## src/rtl/oam_dma_pkg.sv

```systemverilog
// Shared definitions for the OAM DMA engine: the state encoding and default
// register address / transfer length.
package oam_dma_pkg;

  typedef enum logic [1:0] {
    IDLE  = 2'd0,
    START = 2'd1,
    XFER  = 2'd2,
    DRAIN = 2'd3
  } state_t;

  localparam logic [15:0] DEFAULT_REG_ADDR = 16'hFF46;
  localparam int          DEFAULT_XFER_LEN = 160;

endpackage

```

## src/rtl/oam_dma.sv

```systemverilog
// OAM DMA engine: a CPU write to REG_ADDR copies XFER_LEN bytes from page {src,00}
// into OAM. Optional macro OAM_DMA_ECHO_REMAP_EN folds echo pages E0-FF onto C0-DF.
module oam_dma
  import oam_dma_pkg::*;
#(
  parameter logic [15:0] REG_ADDR = DEFAULT_REG_ADDR,
  parameter int          XFER_LEN = DEFAULT_XFER_LEN
) (
  input  logic        clk,
  input  logic        rst,
  input  logic        m_tick,
  input  logic [15:0] cpu_addr,
  input  logic [7:0]  cpu_data,
  input  logic        cpu_wr,
  input  logic [7:0]  mem_data_in,
  output logic [15:0] dma_addr_bus,
  output logic        dma_rd,
  output logic        mem_ctrl_sel,
  output logic [7:0]  oam_addr,
  output logic [7:0]  oam_data,
  output logic        oam_wr,
  output logic [7:0]  dma_reg,
  output logic        busy
);

  localparam logic [7:0] LAST_IDX = 8'(XFER_LEN - 1);

  state_t     state;
  logic [7:0] src;
  logic [7:0] idx;
  logic [7:0] wr_idx;
  logic [7:0] data_q;
  logic       pending;
  logic       trigger;
  logic [7:0] page;

  assign trigger = cpu_wr && (cpu_addr == REG_ADDR);

  // The trigger is honoured on any edge and overrides the M-cycle step, so a
  // rewrite mid-transfer restarts cleanly and drops the pending OAM write.
  always_ff @(posedge clk) begin
    if (rst) begin
      state   <= IDLE;
      src     <= 8'h00;
      idx     <= 8'h00;
      wr_idx  <= 8'h00;
      data_q  <= 8'h00;
      pending <= 1'b0;
    end else if (trigger) begin
      state   <= START;
      src     <= cpu_data;
      idx     <= 8'h00;
      pending <= 1'b0;
    end else if (m_tick) begin
      case (state)
        START: begin
          state   <= XFER;
          idx     <= 8'h00;
          pending <= 1'b0;
        end
        XFER: begin
          data_q  <= mem_data_in;
          wr_idx  <= idx;
          pending <= 1'b1;
          if (idx == LAST_IDX) begin
            state <= DRAIN;
            idx   <= 8'h00;
          end else begin
            idx <= idx + 8'd1;
          end
        end
        DRAIN: begin
          state   <= IDLE;
          pending <= 1'b0;
        end
        default: begin
          state <= IDLE;
        end
      endcase
    end
  end

  always_comb begin
    page = src;
`ifdef OAM_DMA_ECHO_REMAP_EN
    if (src[7:5] == 3'b111) page[5] = 1'b0;
`endif
  end

  // The OAM write of byte i overlaps the read of byte i+1 on a separate port.
  always_comb begin
    dma_addr_bus = 16'h0000;
    dma_rd       = 1'b0;
    mem_ctrl_sel = 1'b0;
    if (state == XFER) begin
      dma_addr_bus = {page, idx};
      dma_rd       = 1'b1;
      mem_ctrl_sel = 1'b1;
    end
    oam_wr   = pending;
    oam_addr = pending ? wr_idx : 8'h00;
    oam_data = pending ? data_q : 8'h00;
    busy     = (state != IDLE);
    dma_reg  = src;
  end

endmodule

```

## config.mk

```make
export PLATFORM = sky130hd
export DESIGN_NAME = oam_dma
export DESIGN_NICKNAME = d
export VERILOG_FILES = /design/src/rtl/oam_dma_pkg.sv /design/src/rtl/oam_dma.sv
export SDC_FILE = /design/constraint.sdc
export NUM_CORES = 1
export LEC_CHECK = 0
export CELL_PAD_IN_SITES_DETAIL_PLACEMENT = 1
export CELL_PAD_IN_SITES_GLOBAL_PLACEMENT = 1
export CORE_MARGIN = 3
export CORE_UTILIZATION = 34
export CTS_CLUSTER_DIAMETER = 150
export DETAILED_ROUTE_END_ITERATION = 8
export PLACE_DENSITY_LB_ADDON = 0.2
export SLEW_MARGIN = 5
export SYNTH_ARGS = -nofsm -noshare
export SYNTH_HDL_FRONTEND = slang
export SYNTH_SLANG_ARGS = --single-unit
```

## constraint.sdc

```tcl
create_clock -name clk -period 3.5 [get_ports clk]
set_input_delay 0.525 -clock clk [delete_from_list [all_inputs] [get_ports clk]]
set_output_delay 0.525 -clock clk [all_outputs]
set_load 0.05 [all_outputs]
```

---- Word level (Yosys, flattened, before mapping) ----
Cells that the tools add are included.
cells by class
  add/sub/neg operators ................... 1
  equal/unequal tests ..................... 7
  muxes and demuxes ....................... 11
  bitwise operators ....................... 1
  reductions and logical operators ........ 12
operators by type and width
  kind                  count
  $mux 8                3
  $eq 16x16->1 const B  1
  $mux 16               1
  $pmux 8 s2            1
  $add 8x1->8 const B   1
  $eq 8x8->1 const B    1
  $reduce_and 2->1      4
  $reduce_bool 2->1     4
  $eq 2x2->1 const B    2
  $pmux 2 s2            1
  $reduce_or 2->1       2
  $mux 1                3
  $ne 3x3->1 const B    1
  $reduce_and 3->1      1
  $eq 2x1->1 const B    1
  $mux 2                1
  $ne 2x2->1 const B    1
  $pmux 1 s2            1
  $logic_and 1x1->1     1
  $not 1->1             1
word-level totals
  register bits ........................... 35
  bits of input ports ..................... 36
  output and inout port bits .............. 44
  word-level logic and storage cells ...... 39

---- Logic depth before layout (Yosys ltp) ----
Gate-level depths: netlist of the first run.
  depth in word-level cells ............... 5
  gate-level depth with buffers ........... 7
  depth with buffers taken out ............ 6

---- Worst setup path after synthesis of the first run ----
No wires, ideal clock.
  path kind ............................... flip-flop to output port
  from .................................... reg state[0]
  to ...................................... out dma_addr_bus[0]
  data arrival time ....................... 1.693 ns
  required time ........................... 2.975 ns
  setup slack ............................. 1.282 ns
  cell stages (with the launch flop) ...... 5
  buffers on the path ..................... 1
  cells stage by stage .................... dfxtp_1 > inv_1 > ha_1 > clkbuf_1 > and2_1
on the way
  longest elaborated chain between the ends .. 2
ends and longest elaborated chain
  element                   RTL line       RTL
  start: declaration        oam_dma.sv:28  state_t state;
  start signal: assignment  oam_dma.sv:43  state <= IDLE;
  start signal: assignment  oam_dma.sv:50  state <= START;
  start signal: assignment  oam_dma.sv:57  state <= XFER;
  $eq 2x2->1                oam_dma.sv:95  if (state == XFER) begin
  $mux 16                   oam_dma.sv:95
  end: declaration          oam_dma.sv:16  output logic [15:0] dma_addr_bus,
No other way between the ends.

---- Worst setup path in the final report of the first run ----
Ends and elaborated chain as after synthesis.

==> results of run 1 <==
worst paths after layout:
path                                from                     end  slack, ns  depth (start not counted)
setup / recovery   state[0]$_SDFFE_PP0P_         dma_addr_bus[0]       0.55                          4
hold / removal    wr_idx[1]$_SDFFE_PP0P_  wr_idx[1]$_SDFFE_PP0P_       0.50                          2
hold reg to reg   wr_idx[1]$_SDFFE_PP0P_  wr_idx[1]$_SDFFE_PP0P_       0.50                          2
setup reg to reg   state[0]$_SDFFE_PP0P_  data_q[6]$_SDFFE_PP0P_       0.74                          7
layout by cell type (no fill, tap or decap), types with 13 or more instances in the layout:
master / instances
dfxtp_1: 35
nand2b_1: 16
and2_1: 34
nor3b_1: 16
nand4_1: 19
a21oi_1: 13
nand2_1: 16
clkdlybuf4s50_1: 79
a32oi_1: 16
nand3_1: 19
tightest hold or removal path, cell delays in order (launching register included):
cell	delay (ns)
dfxtp_1	0.32
nand4_1	0.07
nand3_1	0.06
metrics by stage:
step                      std cells  hold slack (ns)
after floorplan                 264            0.461
after detailed placement        397            0.495
after CTS                       405            0.504
after global placement          397            0.479
after global routing            405            0.528
final                           405            0.497
cells by family after synthesis:
group	Yosys count	share of synthesized area, %
buf+inv	32	6.41
compound gates	46	15.9
fa+ha+maj	6	3.50
simple gates	139	39.1
flops	35	32.6
xor+xnor	6	2.45
power by group through the flow:
stage               Sequential [mW]  Combinational, mW  Clock, mW
finish                        0.398             0.0627      0.288
global route                  0.398             0.0681      0.325
CTS                           0.398             0.0632      0.298
detailed placement            0.407             0.0631          0
global placement              0.407             0.0620          0
floorplan                     0.407             0.0196          0
area by class of cell:
cell class	count	share of cell area, %
clock buffer	6	2.39
sequential	35	23.0
timing repair buffer	84	27.2
multi-input combinational	197	43.1
tap	75	3.09
clock inverter	2	0.411
inverter	6	0.740
routing by layer:
metal,wire (microns),global-route usage [%],up-vias
met5,0,0,-
met4,34,3.88,0
met3,200,3.30,4
met2,3160,30.9,40
met1,2970,24.0,1065
li1,-,-,1084
==> results.ini, run 1 <==
[critical_path]
path_buf_inv = 2
cp_cell_sequence = inv_1 -> ha_1 -> and2_1 -> clkdlybuf4s50_1
cp.arrival_ns = 2.42
slowest_stage = clkdlybuf4s50_1
start_kind = flip-flop
crit_path_end_kind = output port
path_max_fanout = 25
critical_path_class = flip-flop to output port
crit_family = buffers and inverters
max_stage_delay_ns = 0.81
worstPathRequired_ns = 2.97

[outcome]
run_status = finished, final reports clean

[timing]
clock_skew_ns = 0.0103
tns_ns = 0
slew_headroom_pct = 46.6
fmax_mhz = 339
grt_setup_unrepaired = false
period_share_pct = 84.2
layout_setup_ws_ns = 0.551
slew_violations = 0
finalHoldViolCount = 0
tightest_slew_ns = 0.799
setup_viol = 0
period_minus_slack_ns = 2.95

[pwr]
switching_power_uw = 172
pwr-share-comb_pct = 8.4
switching_share_pct = 22.9
power_density_nw_per_um2 = 246
peakVddDrop_uv = 151
total_power_uw = 749
p_clk_share_pct = 38.5
leakage_nw = 1.09
cell_internal_pwr_uw = 577
power_frac_seq_pct = 53.2

[global_routing]
grt_pass1_wl_microns = 10900
track_usage_pct = 18.2
antenna_found_initial = 0
grt_pass1_vias = 2215
grt_max_degree = 44
grt_overflow = 0

[place]
hpwl_microns = 4560
pre_cts_slack_ns = 0.743
place_area_sq_um = 2960
place.gp.congestion = 0.722
port-buffer-count = 79

[synthesis]
synth_edf_count = 0
synth_nets = 306
async_flop_share_pct = 0
yosysWarnings = 0
synth_cell_types = 36
synth.area.top_cells = dfxtp_1 33%, and2_1 9.9%, a32oi_1 6.5%, nor3b_1 5.6%, nand4_1 5.5%
synth.avg_cell_area_sq_um = 8.13
synth_ff_type = dfxtp_1
netlist_area_sq_um = 2150
netlist.area_leader.share_pct = 32.6
synth_common_cells = 35 x dfxtp_1, 34 x and2_1, 19 x nand3_1, 19 x nand4_1
yosysMostFrequentCell = dfxtp_1
yosysSeqAreaShare_pct = 32.6
synth-seq-cells = 35
synth_area_leader_cell = dfxtp_1
syn-instance-count = 264

[cts]
cts.path.max_buffers = 2
cts_sinks = 35
cts_htree_levels = 2
root_buffer = clkbuf_8
worstSkewPairLatency_ns = 0.29
cts_tree = done
cts_setup_buffers = 0
cts_resized = 0
postCtsHoldBufs = 0
clkTransAtPathRegs_ns = 0.08
cts_buffers = 5

[routing]
vias = 2193
drt-total-wl_microns = 6360
avgViaCountPerCell = 5.41
routedWlPerCell_microns = 15.7
dr.pass1.iters = 4
drc = 0
drt_iter0_markers = 142
drtAntennaViolNets = 0

[die]
ios = 80
die_w_microns = 85.5
rows = 28
fp.dieH_microns = 85.5
die_area_sq_um = 7300
initial_core_util_pct = 35.6
core_sq_um = 6030

[cells_and_area]
diodes = 0
final_util_pct = 50.5
nets = 371
multi_input_area_sq_um = 1310
nFillCells = 723
fin_area_sq_um = 3040
layout-drive-gt1-share_pct = 4.85
regArea_sq_um = 701
area_growth_pct = 41.7

[worst_hold_path]
hold_class = flip-flop to flip-flop

[run]
maxCapViolCount = 0

(Power assumes the default switching activity.)
==> inputs of run 2 (changes only) <==
--- a/config.mk
+++ b/config.mk
@@ -8,7 +8,7 @@
 export CELL_PAD_IN_SITES_DETAIL_PLACEMENT = 1
 export CELL_PAD_IN_SITES_GLOBAL_PLACEMENT = 1
 export CORE_MARGIN = 3
-export CORE_UTILIZATION = 34
+export CORE_UTILIZATION = 29
 export CTS_CLUSTER_DIAMETER = 150
 export DETAILED_ROUTE_END_ITERATION = 8
 export PLACE_DENSITY_LB_ADDON = 0.2
==> constraint.sdc (replaced) <==
create_clock -name clk -period 2.5 [get_ports clk]
set_input_delay 0.375 -clock clk [delete_from_list [all_inputs] [get_ports clk]]
set_output_delay 0.375 -clock clk [all_outputs]
set_load 0.05 [all_outputs]
==> run 2 against run 1 <==
  * Combinational power increased by 43%
  * Sequential share of layout area shrank 1.6 points
  * Via count is 2.7% higher
  * Count of clock-buffer cells in the layout grew 2
  * Clock power increased by 59%
  * Sequential power grew 40%
  * Non-clock buffer count grew 4
  * Core utilization down 3.5 points
==> results.ini, run 2 (synthesis gave the netlist of run 1 again) <==
[pwr]
peakVddDrop_uv = 166
total_power_mw = 1.11
p_clk_share_pct = 41.5
power_density_nw_per_um2 = 337
switching_power_uw = 241
cell_internal_pwr_uw = 865
switching_share_pct = 21.8
leakage_nw = 1.21
power_frac_seq_pct = 50.4
pwr-share-comb_pct = 8.1

[die]
die_area_sq_um = 8470
core_sq_um = 6980
die_w_microns = 92.0
fp.dieH_microns = 92.0
rows = 30
ios = 80
initial_core_util_pct = 30.8

[global_routing]
grt_pass1_vias = 2235
grt_pass1_wl_microns = 11300
grtUsageMet3_pct = 3.94
grtUsageMet2_pct = 26.4
grt_overflow = 0
top_usage_layer = met2
use_met1_pct = 21.5
antenna_found_initial = 0
track_usage_pct = 16.2
grt_max_degree = 40

[cells_and_area]
nets = 375
fin_cells = 430
area_growth_pct = 52.9
fin_area_sq_um = 3280
layout-drive-gt1-share_pct = 11.7
layout_common_cells = 61 x clkdlybuf4s50_1, 34 x and2_1, 34 x dfxtp_1
layout_commonest_cell = clkdlybuf4s50_1
diodes = 0
final_util_pct = 47.0

[timing]
fmax_mhz = 450
grt_setup_unrepaired = false
slew_violations = 0
tns_ns = 0
tightest_slew_ns = 0.538
period_minus_slack_ns = 2.22
layout_setup_ws_ns = 0.280
setup_viol = 0
finalHoldViolCount = 0
hold_ws_ns = 0.497
period_share_pct = 88.8
clock_skew_ns = 0.00298
slew_headroom_pct = 64.0

[routing]
drc = 0
drt_iter0_markers = 58
routedWlPerCell_microns = 15.9
avgViaCountPerCell = 5.24
vias = 2253
drt-total-wl_microns = 6820
drtAntennaViolNets = 0
dr.pass1.iters = 4

[cts]
cts.path.max_buffers = 2
cts_tree = done
postCtsHoldBufs = 0
worstSkewPairLatency_ns = 0.28
root_buffer = clkbuf_8
cts_htree_levels = 2
clkTransAtPathRegs_ns = 0.07
cts_buffers = 5
cts_sinks = 35

[place]
numPlacedInstances = 422
port-buffer-count = 79
place_area_sq_um = 3180
pre_cts_slack_ns = 0.352
place.gp.congestion = 0.728
hpwl_microns = 4890

[critical_path]
path_max_fanout = 4
worstRegToRegCells = 6
worstPathRequired_ns = 2.12
cp.arrival_ns = 1.85
critical_path_class = flip-flop to output port
crit_path_end_kind = output port
start_kind = flip-flop

[outcome]
run_status = finished, final reports clean

[run]
maxCapViolCount = 0

[worst_hold_path]
whs_path_depth = 2
hold_class = flip-flop to flip-flop

## run 2: path summary, 6_finish.rpt
kind / start / endpoint / slack [ns]
setup / recovery: state[0]$_SDFFE_PP0P_ / busy / 0.28
hold / removal: data_q[1]$_SDFFE_PP0P_ / data_q[1]$_SDFFE_PP0P_ / 0.50
setup reg to reg: state[0]$_SDFFE_PP0P_ / idx[7]$_SDFFE_PP0P_ / 0.65
hold reg to reg: data_q[1]$_SDFFE_PP0P_ / data_q[1]$_SDFFE_PP0P_ / 0.50
## run 2: what timing repair did
item,in CTS,in global routing
setup endpoints to repair,0,4
setup buffers,0,0
resized for setup,0,1
## run 2: power by group through the flow
stage | Sequential (mW) | Clock (mW) | Combinational [mW]
finish | 0.557 | 0.459 | 0.0898
global route | 0.557 | 0.497 | 0.0968
CTS | 0.557 | 0.474 | 0.0901
detailed placement | 0.570 | 0 | 0.0895
global placement | 0.570 | 0 | 0.0880
floorplan | 0.570 | 0 | 0.0274
## run 2: per-layer routing
metal,part of all wire (%),vias to the layer above,wire (microns)
met2,46,65,3130
li1,-,1092,-
met3,5.8,4,395
met5,0,-,0
met4,0.56,0,38
met1,48,1092,3260
## run 2: final cells by class
cell class              instances  area (sq um)
clock buffers                   8           100
fillers                       809          3700
inverters                       6          22.5
multi-input cells             197          1310
flip-flops and latches         35           702
well taps                      96           120
repair buffers                 88          1030
## run 2: worst max-delay path, cell delays in order, from the launching register on
cell and delay (ns):
dfxtp_1 0.42, inv_1 0.11, ha_1 0.20, inv_1 0.05
clkdlybuf4s50_1 0.79
